===== src/rtl/byte_serial_adder_ctrl_if.sv =====
// Host-side bus for the byte-serial adder sequencer.
//   master : host, drives start/sub/cin/a/b and observes the result
//   slave  : sequencer, receives the request and returns busy/done/sum/cout/overflow
interface byte_serial_adder_ctrl_if #(
    parameter int unsigned NBYTES = 4
);
    localparam int unsigned W = 8 * NBYTES;

    logic         start;
    logic         sub;
    logic         cin;
    logic [W-1:0] a;
    logic [W-1:0] b;
    logic         busy;
    logic         done;
    logic [W-1:0] sum;
    logic         cout;
    logic         overflow;

    modport master (
        output start, sub, cin, a, b,
        input  busy, done, sum, cout, overflow
    );

    modport slave (
        input  start, sub, cin, a, b,
        output busy, done, sum, cout, overflow
    );
endinterface


===== src/rtl/byte_serial_adder_ctrl.sv =====
// Wide add/subtract sequencer that reuses one 8-bit adder slice across
// NBYTES byte lanes, LSB first, keeping the inter-byte carry in a register.
//   i_clk : system clock, rising edge
//   i_rst : synchronous active-high reset
//   bus   : slave side of byte_serial_adder_ctrl_if
//           in : start, sub, cin, a, b
//           out: busy, done, sum, cout, overflow (all registered)
module byte_serial_adder_ctrl #(
    parameter int unsigned NBYTES = 4
) (
    input  logic                           i_clk,
    input  logic                           i_rst,
    byte_serial_adder_ctrl_if.slave        bus
);
    localparam int unsigned W        = 8 * NBYTES;
    localparam int unsigned IDX_W    = (NBYTES > 1) ? $clog2(NBYTES) : 1;
    localparam logic [IDX_W-1:0] LAST_IDX = IDX_W'(NBYTES - 1);

    typedef enum logic [1:0] {
        S_IDLE = 2'd0,
        S_ADD  = 2'd1,
        S_DONE = 2'd2
    } state_t;

    state_t           r_state;
    logic [IDX_W-1:0] r_idx;
    logic             r_carry;
    logic [W-1:0]     r_a;
    logic [W-1:0]     r_b;
    logic [W-1:0]     r_sum;
    logic             r_cout;
    logic             r_ovf;
    logic             r_busy;
    logic             r_done;

    state_t           w_state_nxt;
    logic [IDX_W-1:0] w_idx_nxt;
    logic             w_carry_nxt;
    logic [W-1:0]     w_a_nxt;
    logic [W-1:0]     w_b_nxt;
    logic [W-1:0]     w_sum_nxt;
    logic             w_cout_nxt;
    logic             w_ovf_nxt;
    logic             w_busy_nxt;
    logic             w_done_nxt;

    // Shared 8-bit adder slice: {Cout, Sum} = A[idx] + Beff[idx] + carry
    logic [7:0] w_a_byte;
    logic [7:0] w_b_byte;
    logic [8:0] w_slice;

    assign w_a_byte = r_a[{r_idx, 3'b000} +: 8];
    assign w_b_byte = r_b[{r_idx, 3'b000} +: 8];
    assign w_slice  = 9'(w_a_byte) + 9'(w_b_byte) + 9'(r_carry);

    // Next-state and next-register values
    always_comb begin
        w_state_nxt = r_state;
        w_idx_nxt   = r_idx;
        w_carry_nxt = r_carry;
        w_a_nxt     = r_a;
        w_b_nxt     = r_b;
        w_sum_nxt   = r_sum;
        w_cout_nxt  = r_cout;
        w_ovf_nxt   = r_ovf;
        w_busy_nxt  = 1'b0;
        w_done_nxt  = 1'b0;

        case (r_state)
            S_IDLE: begin
                if (bus.start) begin
                    // Subtract is A + ~B + 1, so invert B here and force carry-in
                    w_a_nxt     = bus.a;
                    w_b_nxt     = bus.b ^ {W{bus.sub}};
                    w_carry_nxt = bus.sub | bus.cin;
                    w_idx_nxt   = '0;
                    w_sum_nxt   = '0;
                    w_state_nxt = S_ADD;
                end
            end
            S_ADD: begin
                w_sum_nxt[{r_idx, 3'b000} +: 8] = w_slice[7:0];
                w_carry_nxt                     = w_slice[8];
                if (r_idx == LAST_IDX) begin
                    // Top byte: signed overflow when operand signs agree but result sign differs
                    w_cout_nxt  = w_slice[8];
                    w_ovf_nxt   = (r_a[W-1] == r_b[W-1]) & (w_slice[7] != r_a[W-1]);
                    w_idx_nxt   = '0;
                    w_state_nxt = S_DONE;
                end else begin
                    w_idx_nxt = r_idx + 1'b1;
                end
            end
            S_DONE: begin
                w_state_nxt = S_IDLE;
            end
            default: begin
                w_state_nxt = S_IDLE;
            end
        endcase

        // Status flags are registered from the upcoming state
        w_busy_nxt = (w_state_nxt == S_ADD);
        w_done_nxt = (w_state_nxt == S_DONE);
    end

    // State and datapath registers
    always_ff @(posedge i_clk) begin
        if (i_rst) begin
            r_state <= S_IDLE;
            r_idx   <= '0;
            r_carry <= 1'b0;
            r_a     <= '0;
            r_b     <= '0;
            r_sum   <= '0;
            r_cout  <= 1'b0;
            r_ovf   <= 1'b0;
            r_busy  <= 1'b0;
            r_done  <= 1'b0;
        end else begin
            r_state <= w_state_nxt;
            r_idx   <= w_idx_nxt;
            r_carry <= w_carry_nxt;
            r_a     <= w_a_nxt;
            r_b     <= w_b_nxt;
            r_sum   <= w_sum_nxt;
            r_cout  <= w_cout_nxt;
            r_ovf   <= w_ovf_nxt;
            r_busy  <= w_busy_nxt;
            r_done  <= w_done_nxt;
        end
    end

    assign bus.busy     = r_busy;
    assign bus.done     = r_done;
    assign bus.sum      = r_sum;
    assign bus.cout     = r_cout;
    assign bus.overflow = r_ovf;
endmodule


===== src/flat_wrapper.sv =====
// flat-port wrapper written by rule: the top's interface ports become plain ports
module byte_serial_adder_ctrl_flat 
#(
    parameter int unsigned NBYTES = 4
)
  (i_clk, i_rst, bus_start, bus_sub, bus_cin, bus_a, bus_b, bus_busy, bus_done, bus_sum, bus_cout, bus_overflow);
  byte_serial_adder_ctrl_if #(.NBYTES(NBYTES)) bus_i ();
  input  logic i_clk;
  input  logic i_rst;
  input wire logic [$bits(bus_i.start)-1:0] bus_start;
  input wire logic [$bits(bus_i.sub)-1:0] bus_sub;
  input wire logic [$bits(bus_i.cin)-1:0] bus_cin;
  input wire logic [$bits(bus_i.a)-1:0] bus_a;
  input wire logic [$bits(bus_i.b)-1:0] bus_b;
  output wire logic [$bits(bus_i.busy)-1:0] bus_busy;
  output wire logic [$bits(bus_i.done)-1:0] bus_done;
  output wire logic [$bits(bus_i.sum)-1:0] bus_sum;
  output wire logic [$bits(bus_i.cout)-1:0] bus_cout;
  output wire logic [$bits(bus_i.overflow)-1:0] bus_overflow;
  assign bus_i.start = bus_start;
  assign bus_i.sub = bus_sub;
  assign bus_i.cin = bus_cin;
  assign bus_i.a = bus_a;
  assign bus_i.b = bus_b;
  assign bus_busy = bus_i.busy;
  assign bus_done = bus_i.done;
  assign bus_sum = bus_i.sum;
  assign bus_cout = bus_i.cout;
  assign bus_overflow = bus_i.overflow;
  byte_serial_adder_ctrl #(.NBYTES(NBYTES)) u_core (.i_clk(i_clk), .i_rst(i_rst), .bus(bus_i));
endmodule

===== config.mk =====
export PLATFORM = sky130hd
export DESIGN_NAME = byte_serial_adder_ctrl_flat
export DESIGN_NICKNAME = d
export VERILOG_FILES = /design/src/rtl/byte_serial_adder_ctrl_if.sv /design/src/rtl/byte_serial_adder_ctrl.sv /design/src/flat_wrapper.sv
export SDC_FILE = /design/constraint.sdc
export NUM_CORES = 1
export LEC_CHECK = 0
export BUFFER_PORTS_ARGS = -buffer_cell sky130_fd_sc_hd__buf_2
export CAP_MARGIN = 20
export CORE_MARGIN = 2
export CORE_UTILIZATION = 26
export DETAILED_ROUTE_END_ITERATION = 8
export GPL_ROUTABILITY_DRIVEN = 0
export GPL_TIMING_DRIVEN = 0
export MAX_ROUTING_LAYER = met4
export REMOVE_ABC_BUFFERS = 1
export SYNTH_ARGS = -nofsm -noshare
export SYNTH_HDL_FRONTEND = slang
export SYNTH_SLANG_ARGS = --single-unit

===== constraint.sdc =====
create_clock -name i_clk -period 3.7 [get_ports i_clk]
set_clock_uncertainty 0.1 [all_clocks]
set_input_delay 0 -clock i_clk [delete_from_list [all_inputs] [get_ports i_clk]]
set_output_delay 0 -clock i_clk [all_outputs]
set_load 0.005 [all_outputs]

# Yosys cells after proc, flatten, opt, wreduce, memory -nomap -nowiden
# Index checks and enable logic that the tools add are counted.
# W data, S select, Z words.
# classes
n_addsub	4
bitwise_logic	3
shift	4
mux	11
n_eq_ne	7
reduce_logical	5
# ops
operator	n
$pmux W32 S2	1
$shiftx A32 B6 Y8	2
$bwmux W32	1
$mux W32	1
$shift A8 B7 Y32 const A	1
$shiftx A8 B7 Y32	1
$xor A32 B32 Y32	1
$add A8 B8 Y9	1
$add A9 B1 Y9	1
$mux W2	4
$pmux W2 S2	2
$neg A5 Y7	1
$reduce_and A2 Y1	3
$eq A2 B1 Y1 const B	2
$eq A2 B2 Y1 const B	2
$add A2 B1 Y2 const B	1
$logic_not A2 Y1	1
$ne A2 B2 Y1 const B	1
$pmux W1 S2	1
$reduce_bool A2 Y1	1
$and A1 B1 Y1	1
$eq A1 B1 Y1	1
$mux W1	1
$ne A1 B1 Y1	1
$or A1 B1 Y1	1
# totals
ff_bits	105
input_bits	69
output_inout_bits	36

# Logic depth before layout (Yosys ltp)
# Gate-level depths: netlist (run 1).
# logic_depth
ltp_word	6
depth_mapped	9
ltp_nobuf	8

# Worst setup path after synthesis (run 1)
# OpenSTA, ideal clock, no wires.
# synth_timing
path_type	register to register
start	reg u_core.r_idx[0]
end	reg u_core.r_carry
period_less_slack_ns	3.065
stages_incl_launch_ff	10
arrival_ns	2.833
setup_time_ns	0.133
path_buffers	1
slack_ns	0.635
t_required_ns	3.467
path_cell_list	dfxtp_1 buf_4 mux4_2 fa_1 fa_1 a211oi_1 o21ai_0 and3_1 o21ai_0 a31oi_1
# synth_between
elab_chain_cells	4
word_cells_on_any_way	5
classes_between	2 x add/sub; 2 x shift; 1 x mux
# synth_lines
element	line	text
start, declared	byte_serial_adder_ctrl.sv:26	logic [IDX_W-1:0] r_idx;
start signal, assigned	byte_serial_adder_ctrl.sv:122	r_idx <= w_idx_nxt;
$shiftx A32 B6 Y8 (on tied branches)	byte_serial_adder_ctrl.sv:52, byte_serial_adder_ctrl.sv:53	
$add A8 B8 Y9 (*)	byte_serial_adder_ctrl.sv:54	assign w_slice = 9'(w_a_byte) + 9'(w_b_byte) + 9'(r_carry);
$add A9 B1 Y9 (*)	byte_serial_adder_ctrl.sv:54	
$pmux W1 S2 (*)	byte_serial_adder_ctrl.sv:69	case (r_state)
end signal, assigned	byte_serial_adder_ctrl.sv:123	r_carry <= w_carry_nxt;
end, declared	byte_serial_adder_ctrl.sv:27	logic r_carry;
# Every way passes the cells marked *; elsewhere a longest branch is shown, timed or not.
# A chain may end at the register's enable or synchronous reset.

# Worst setup path after layout (run 1)
# layout_timing
start	reg u_core.r_idx[1]
end	reg u_core.r_carry
# The elaborated chain is that of the path after synthesis.

==> run metrics, run 1 <==
status=finished, final reports clean; post-synth cell types=44; die height=140 um; dpl cell area=0.00552 sq mm; Mapped Area=0.00481 sq mm; maximum vdd drop=233 uV; largest net degree at the start of global routing=59; critical path class=reg -> reg; f_max=291 MHz; Post-Synthesis Cells=506; register area share after synthesis=0.437; clk root buf=clkbuf_16; Least-Margin Pin Slew=973 ps; H-tree levels=3; Gate power share=0.191; TritonRoute pass-1 iters=4; Vias=4103; die area=0.0196 sq mm; Sink Count=105; synth-to-layout area growth=34.5%; unrepaired setup endpoints after global routing=no; Power Density=405 mW/mm^2; overall power=2620 uW; CP max-delay cell=dfxtp_1; Port Buf Inserts=104; vias per std cell=4.62; Psw=721 uW; Slew headroom=0.351; CP Data Required Time=3820 ps; Clock power frac=0.339; CTS Buf Count=9; final setup fails=0; final hold vios=0; Post-synth EDFFs=0; first-pass GRT wire length=20.7 mm; Total GRT Usage=0.137; synthesized area per cell=9.50 sq um; Yosys warning total=0; final WL=12.9 mm; Leak=0.00257 uW; Max Cap Viol=0; Sw Ratio=0.275; Core Util, Final=0.359; Antenna Cells=0; Main synth FF type=dfxtp_1; Internal=1900 uW; ys async rst share=0; Final Max Tran Viols=0; I/O Pins=105; Reg power frac=0.470; CP Launch Type=flop; worst skew pair latency=350 ps; clk buf depth=2; Filler Cell Count=1845; Initial Utilization=0.267; reg-to-reg slack, setup=260 ps; Nets=737; TritonCTS clock tree=yes; core area=0.0180 sq mm; delay-heaviest family, CP=adder cells; CP max FO=15; Tcrit/Tclk final=0.930; Residual DRC=0; floorplan row count=49; critical-path cell list=buf_16 -> mux4_2 -> fa_1 -> fa_1 -> a211oi_1 -> o21ai_0 -> and3_1 -> o21ai_0 -> a31oi_1; Synth Register Bits=105; wire length per cell=14.6 um; Design Area, Final=0.00646 sq mm; Die Wd=140 um; layout cells sized above 1=0.231; clock transition at the registers of the reported paths=70 ps; Critical Path Sink Type=flop; CP max stage delay=600 ps; Final ANT Viol Nets=0; Remaining Overflow, GRT=0; Detailed Route Iter0 Violations=159; CP arrival=3560 ps; Hold/Removal Path Class=in -> reg; register area=0.00211 sq mm; Detail Placement HPWL=8.37 mm; CP Buf/Inv Count=1; Multi-input gate area=0.00250 sq mm; vias in the first global route=3926; Tmin final=3440 ps; initial antenna violation count=0
[placed cells by master, fill, tap and decap left out, types with 2 or more instances in the layout]
master and n:
dlygate4sd3_1 66, nor3b_1 2, clkbuf_1 2, buf_16 2
a32oi_1 4, nand2_1 74, inv_1 3, a21oi_1 38
dfxtp_1 104, nor2b_1 2, a21o_1 6, mux4_2 16
xnor2_1 35, nand2b_1 4, a211oi_1 36, a22oi_1 28
o21ai_0 6, ha_1 11, clkbuf_16 9, buf_12 2
nor3_1 2, buf_2 103, and3_1 2, nor4_4 2
nor2_1 71, nor4b_4 2, clkinv_2 2, fa_1 2
[cells by family after synthesis]
family | share of synthesized area
and+or+nand+nor | 0.159
AOI/OAI and AO/OA | 0.177
buffers and inverters | 0.0417
adders and majority gates | 0.0370
xor gates and xnor gates | 0.0656
DFF | 0.437
muxes | 0.0820
[power by group through the flow]
stage | combinational, uW | clock (uW) | sequential, uW
finish | 501 | 887 | 1230
global route | 558 | 963 | 1240
CTS | 495 | 916 | 1240
detailed placement | 441 | 0 | 1260
global placement | 426 | 0 | 1260
floorplan | 278 | 0 | 1250
[final timing paths]
path                                       from                end  depth (start not counted)
worst max register to register  u_core.r_idx[1]     u_core.r_carry                          9
worst min-delay path                      i_rst  u_core.r_state[1]                          2
worst max-delay path            u_core.r_idx[1]     u_core.r_carry                          9
worst min register to register   u_core.r_a[28]     u_core.r_a[28]                          2
[final cells by class]
class	instances	share of cell area
clock buffer	12	0.0381
clock inverter	3	0.00271
inverter	3	0.00174
sequential	105	0.326
multi-input combinational	361	0.387
tap	229	0.0443
timing repair buffer	175	0.200
[Yosys cell counts, types with 2 or more instances]
cell type / instances / area share
and3_1: 2 / 0.0026
clkbuf_1: 14 / 0.011
buf_1: 2 / 0.0016
a21o_1: 6 / 0.0094
ha_1: 11 / 0.029
nand2b_1: 4 / 0.0052
buf_4: 2 / 0.0031
a32oi_1: 4 / 0.0073
nor4_4: 2 / 0.0089
dfxtp_1: 105 / 0.44
a21oi_1: 38 / 0.040
nor4b_4: 2 / 0.0099
nor2b_1: 2 / 0.0026
a22oi_1: 28 / 0.044
buf_2: 16 / 0.017
fa_1: 2 / 0.0083
nor3_1: 2 / 0.0021
mux4_2: 16 / 0.075
nor2_1: 71 / 0.055
xnor2_1: 35 / 0.064
buf_6: 3 / 0.0070
inv_1: 3 / 0.0023
a211oi_1: 36 / 0.056
nand2_1: 74 / 0.058
o21ai_0: 6 / 0.0062
nor3b_1: 2 / 0.0031
[state kept, by name (all words and copies together), names as in the netlist]
register and count:
u_core.bus.busy 1, u_core.bus.cout 1, u_core.bus.done 1, u_core.bus.overflow 1, u_core.bus.sum 32, u_core.r_a 32, u_core.r_b 32, u_core.r_carry 1
u_core.r_idx 2, u_core.r_state 2
[timing repair]
item,in CTS,in global routing
hold buffers,66,0
buffers inserted,0,1
hold endpoints to repair,67,0
resized for setup,1,0
setup endpoints to repair,6,5
[stage by stage]
step	worst slack, ps	TNS (ps)	hold WS [ps]	instances
CTS	138	0	18.0	887
global placement	-787	-11090	144	802
floorplan	166	0	-32.1	469
global route	62.3	0	46.9	888
detailed placement	-121	-528	146	806
finish	258	0	36.4	888
[metal layers]
layer / global-route usage / vias up / routed length [um]
li1: - / 2086 / -
met1: 0.181 / 1898 / 6320
met2: 0.212 / 106 / 5840
met3: 0.0325 / 13 / 613
met4: 0.0347 / 0 / 163
met5: - / - / 0
Note: power is estimated with default switching activity, not from simulation.
==> run 2, diff against run 1 <==
--- a/config.mk
+++ b/config.mk
@@ -7,6 +7,7 @@
 export LEC_CHECK = 0
 export BUFFER_PORTS_ARGS = -buffer_cell sky130_fd_sc_hd__buf_2
 export CAP_MARGIN = 20
+export CORE_ASPECT_RATIO = 1.5
 export CORE_MARGIN = 2
 export CORE_UTILIZATION = 26
 export DETAILED_ROUTE_END_ITERATION = 8
==> run metrics, run 2 (synthesized netlist as in run 1, its figures left out) <==
CTS Buf Count=9; Max Cap Viol=0; Critical Path Sink Type=flop; initial antenna violation count=0; status=finished, final reports clean; CP arrival=3420 ps; Reg2Reg Depth=8; critical path class=reg -> reg; largest net degree at the start of global routing=54; Leak=0.00260 uW; vias in the first global route=3913; Slew headroom=0.360; FF-to-FF End=u_core.bus.sum[30]; CP Launch Type=flop; worst hold start=i_rst; met2 Track Usage GR=0.232; I/O Pins=105; Final ANT Viol Nets=0; WHS Path Cells=2; routing usage on met3=0.0290; synth-to-layout area growth=35.6%; clock transition at the registers of the reported paths=70 ps; clk buf depth=2; die height=171 um; Detail Placement HPWL=8.52 mm; maximum vdd drop=180 uV; Nets=737; final WL=12.7 mm; Sink Count=105; Antenna Cells=0; Die Wd=115 um; Tcrit/Tclk final=0.891; wire length per cell=14.4 um; most frequent cells in the layout=buf_2 (103), dfxtp_1 (103), nand2_1 (74); GR Util met1=0.150; TritonCTS clock tree=yes; Filler Cell Count=1831; Core Util, Final=0.362; Residual DRC=0; final non-filler cell total=877; floorplan row count=60; Final Max Tran Viols=0; layout cells sized above 1=0.238; clk root buf=clkbuf_16; Port Buf Inserts=104; final hold vios=0; f_max=303 MHz; TritonRoute pass-1 iters=6; Worst Hold End=u_core.bus.sum[25]; Initial Utilization=0.267; worst skew pair latency=360 ps; first-pass GRT wire length=19.9 mm; final setup fails=0; H-tree levels=3; vias per std cell=4.68; Total GRT Usage=0.134; grt peak-use layer=met2; Tmin final=3300 ps; Power Density=427 mW/mm^2; reg-to-reg slack, setup=400 ps; Least-Margin Pin Slew=960 ps; core area=0.0180 sq mm; worst r2r src=u_core.r_idx[0]; overall power=2780 uW; unrepaired setup endpoints after global routing=no; dpl cells=794; Hold/Removal Path Class=in -> reg; CP Data Required Time=3820 ps; Remaining Overflow, GRT=0; Vias=4108; die area=0.0196 sq mm; Detailed Route Iter0 Violations=253; CP max FO=13
## run 2: per-stage QoR
step / worst slack, ps / setup TNS, ps / hold WS (ps) / instance area [sq um]
floorplan: 166 / 0 / -32.1 / 4620
finish: 405 / 0 / 34.7 / 6520
global route: 125 / 0 / 58.5 / 6520
detailed placement: -166 / -870 / 145 / 5510
CTS: 102 / 0 / 25.1 / 6500
global placement: -767 / -10350 / 145 / 5410
## run 2: worst max-delay path by stage
stage | from | depth (start not counted) | slack [ps] | to
floorplan | u_core.r_idx[0] | 8 | 170 | u_core.r_carry
global placement | u_core.r_idx[0] | 8 | -770 | u_core.r_carry
detailed placement | u_core.r_idx[0] | 8 | -170 | u_core.bus.sum[30]
CTS | u_core.r_idx[0] | 8 | 100 | u_core.bus.sum[30]
global route | u_core.r_idx[0] | 8 | 120 | u_core.bus.sum[30]
finish | u_core.r_idx[0] | 8 | 400 | u_core.bus.sum[30]
## run 2: critical path, cell delays in order (launching register included)
cell,delay [ps]
dfxtp_4,550
mux4_2,600
fa_1,500
fa_1,460
a211oi_2,280
or3b_2,170
nand3_1,200
a22oi_1,240
nor2_1,50
## run 2: cell type report
class	count	area [sq um]	share of cell area
multi-input combinational	361	2510	0.385
clock buffer	9	225	0.0345
clock inverter	7	101	0.0155
tap	217	272	0.0417
inverter	3	11.3	0.00173
sequential	105	2110	0.323
timing repair buffer	175	1290	0.198
## run 2: report_power, final
| part | internal, uW | switching [uW] |
|---|---|---|
| combinational | 237 | 258 |
| clock | 600 | 455 |
| sequential | 1190 | 39.3 |
| total | 2030 | 753 |
## run 2: per-layer routing
metal / up-vias / routed length, um
li1: 2080 / -
met1: 1909 / 5400
met2: 99 / 6420
met3: 20 / 517
met4: 0 / 335
met5: - / 0
## run 2: timing repair
action / 4_1_cts / 5_1_grt
endpoints found under the setup margin: 6 / 6
hold buffers: 66 / 0
endpoints found under the hold margin: 67 / 0
setup buffers: 0 / 1
resized for setup: 1 / 2
==> run 3, diff against run 2 <==
==> constraint.sdc (replaced) <==
create_clock -name i_clk -period 4.3 [get_ports i_clk]
set_clock_uncertainty 0.1 [all_clocks]
set_input_delay 0 -clock i_clk [delete_from_list [all_inputs] [get_ports i_clk]]
set_output_delay 0 -clock i_clk [all_outputs]
set_load 0.005 [all_outputs]
==> run metrics, run 3 (synthesized netlist as in run 1, its figures left out) <==
status=finished, final reports clean; Detail Placement HPWL=8.52 mm; most frequent cell on the critical path=fa_1; Clock power frac=0.380; Least-Margin Pin Slew=959 ps; Critical Path Sink Type=flop; most frequent cells in the layout=dfxtp_1 (104), buf_2 (103), nand2_1 (74); GR Util met1=0.150; first-pass GRT wire length=19.9 mm; synth-to-layout area growth=35.1%; final hold vios=0; worst hold start=i_rst; grt peak-use layer=met2; I/O Pins=105; initial antenna violation count=0; Tcrit/Tclk final=0.878; Max Cap Viol=0; CP max FO=23; Vias=4114; WHS Path Cells=2; Die Wd=115 um; clk root buf=clkbuf_16; Worst Hold End=u_core.bus.sum[25]; core area=0.0180 sq mm; Psw=646 uW; dpl cell area=0.00551 sq mm; worst r2r src=u_core.r_idx[0]; largest net degree at the start of global routing=54; maximum vdd drop=156 uV; CP Buf/Inv Count=0; CP Launch Point=u_core.r_idx[0]; Antenna Cells=0; CP max stage delay=890 ps; CP Data Required Time=4420 ps; Core Util, Final=0.360; Slew headroom=0.360; die area=0.0196 sq mm; setup_tns=0 ps; wire length per cell=14.3 um; Reg power frac=0.444; final WL=12.5 mm; worst skew pair latency=360 ps; Nets=736; clk buf depth=2; CP arrival=3900 ps; Final ANT Viol Nets=0; H-tree levels=3; Detailed Route Iter0 Violations=251; Initial Utilization=0.267; delay-heaviest family, CP=adder cells; CP max-delay cell=dfxtp_2; reg-to-reg slack, setup=520 ps; clock transition at the registers of the reported paths=70 ps; FF-to-FF End=u_core.bus.sum[30]; critical-path cell list=mux4_2 -> fa_1 -> fa_1 -> a211oi_1 -> or3b_2 -> nand3_1 -> a22oi_1 -> nor2_1; CTS Buf Count=9; unrepaired setup endpoints after global routing=no; TritonRoute pass-1 iters=6; Power Density=368 mW/mm^2; final setup fails=0; Internal=1740 uW; vias in the first global route=3913; Gate power share=0.175; floorplan row count=60; Hold WS=44.4 ps; Leak=0.00259 uW; Reg2Reg Depth=8; Final Max Tran Viols=0; vias per std cell=4.70; layout cells sized above 1=0.234; f_max=265 MHz; Port Buf Inserts=104; CP Launch Type=flop; TritonCTS clock tree=yes; Residual DRC=0; Remaining Overflow, GRT=0; Sink Count=105; most common cell after layout, fill and taps aside=dfxtp_1; Design Area, Final=0.00649 sq mm; die height=171 um; Hold/Removal Path Class=in -> reg; routing usage on met3=0.0290; Sw Ratio=0.270; critical path class=reg -> reg; Total GRT Usage=0.134; met2 Track Usage GR=0.232; Tmin final=3780 ps
## run 3: changes by cell type in the layout (fill, tap and decap cells not counted), sizes merged
| cell | change |
|---|---|
| buf | -1 |
## run 3: what timing repair did
| action | 4_1_cts | 5_1_grt |
|---|---|---|
| buffers inserted | 0 | 0 |
| endpoints found under the hold margin | 67 | 0 |
| gates resized for setup | 0 | 0 |
| hold buffers | 66 | 0 |
## run 3: how the worst max path moves through the flow
stage,slack [ps],cells past startpoint,end
after global routing,130,8,u_core.bus.sum[30]
after detailed placement,430,8,u_core.bus.sum[30]
after CTS,410,8,u_core.bus.sum[30]
after global placement,-170,8,u_core.r_carry
after floorplan,770,8,u_core.r_carry
final,520,8,u_core.bus.sum[30]
## run 3: final cells by class
cell class,count,area (sq um)
multi-input combinational,361,2500
tap,217,272
timing repair buffer,174,1280
clock inverter,7,101
sequential,105,2100
clock buffer,9,225
inverter,3,11.3
fill,1832,11500
## run 3: power groups by stage
| stage | clock network [uW] | logic, uW | registers, uW |
|---|---|---|---|
| 5_1_grt | 977 | 466 | 1070 |
| 6_report | 909 | 419 | 1060 |
| 3_5_place_dp | 0 | 377 | 1090 |
| 2_1_floorplan | 0 | 239 | 1080 |
| 4_1_cts | 940 | 423 | 1060 |
| 3_3_place_gp | 0 | 364 | 1090 |
## run 3: stage by stage
stage	instances	setup WS, ps	power (uW)
after floorplan	469	766	1310
after global placement	790	-167	1450
after detailed placement	794	434	1460
after CTS	876	413	2430
after global routing	876	131	2510
final	876	524	2390
## run 3: metal layers
| layer | share of wire | up-vias |
|---|---|---|
| li1 | - | 2075 |
| met5 | 0 | - |
| met1 | 0.42 | 1909 |
| met2 | 0.51 | 108 |
| met3 | 0.043 | 22 |
| met4 | 0.027 | 0 |
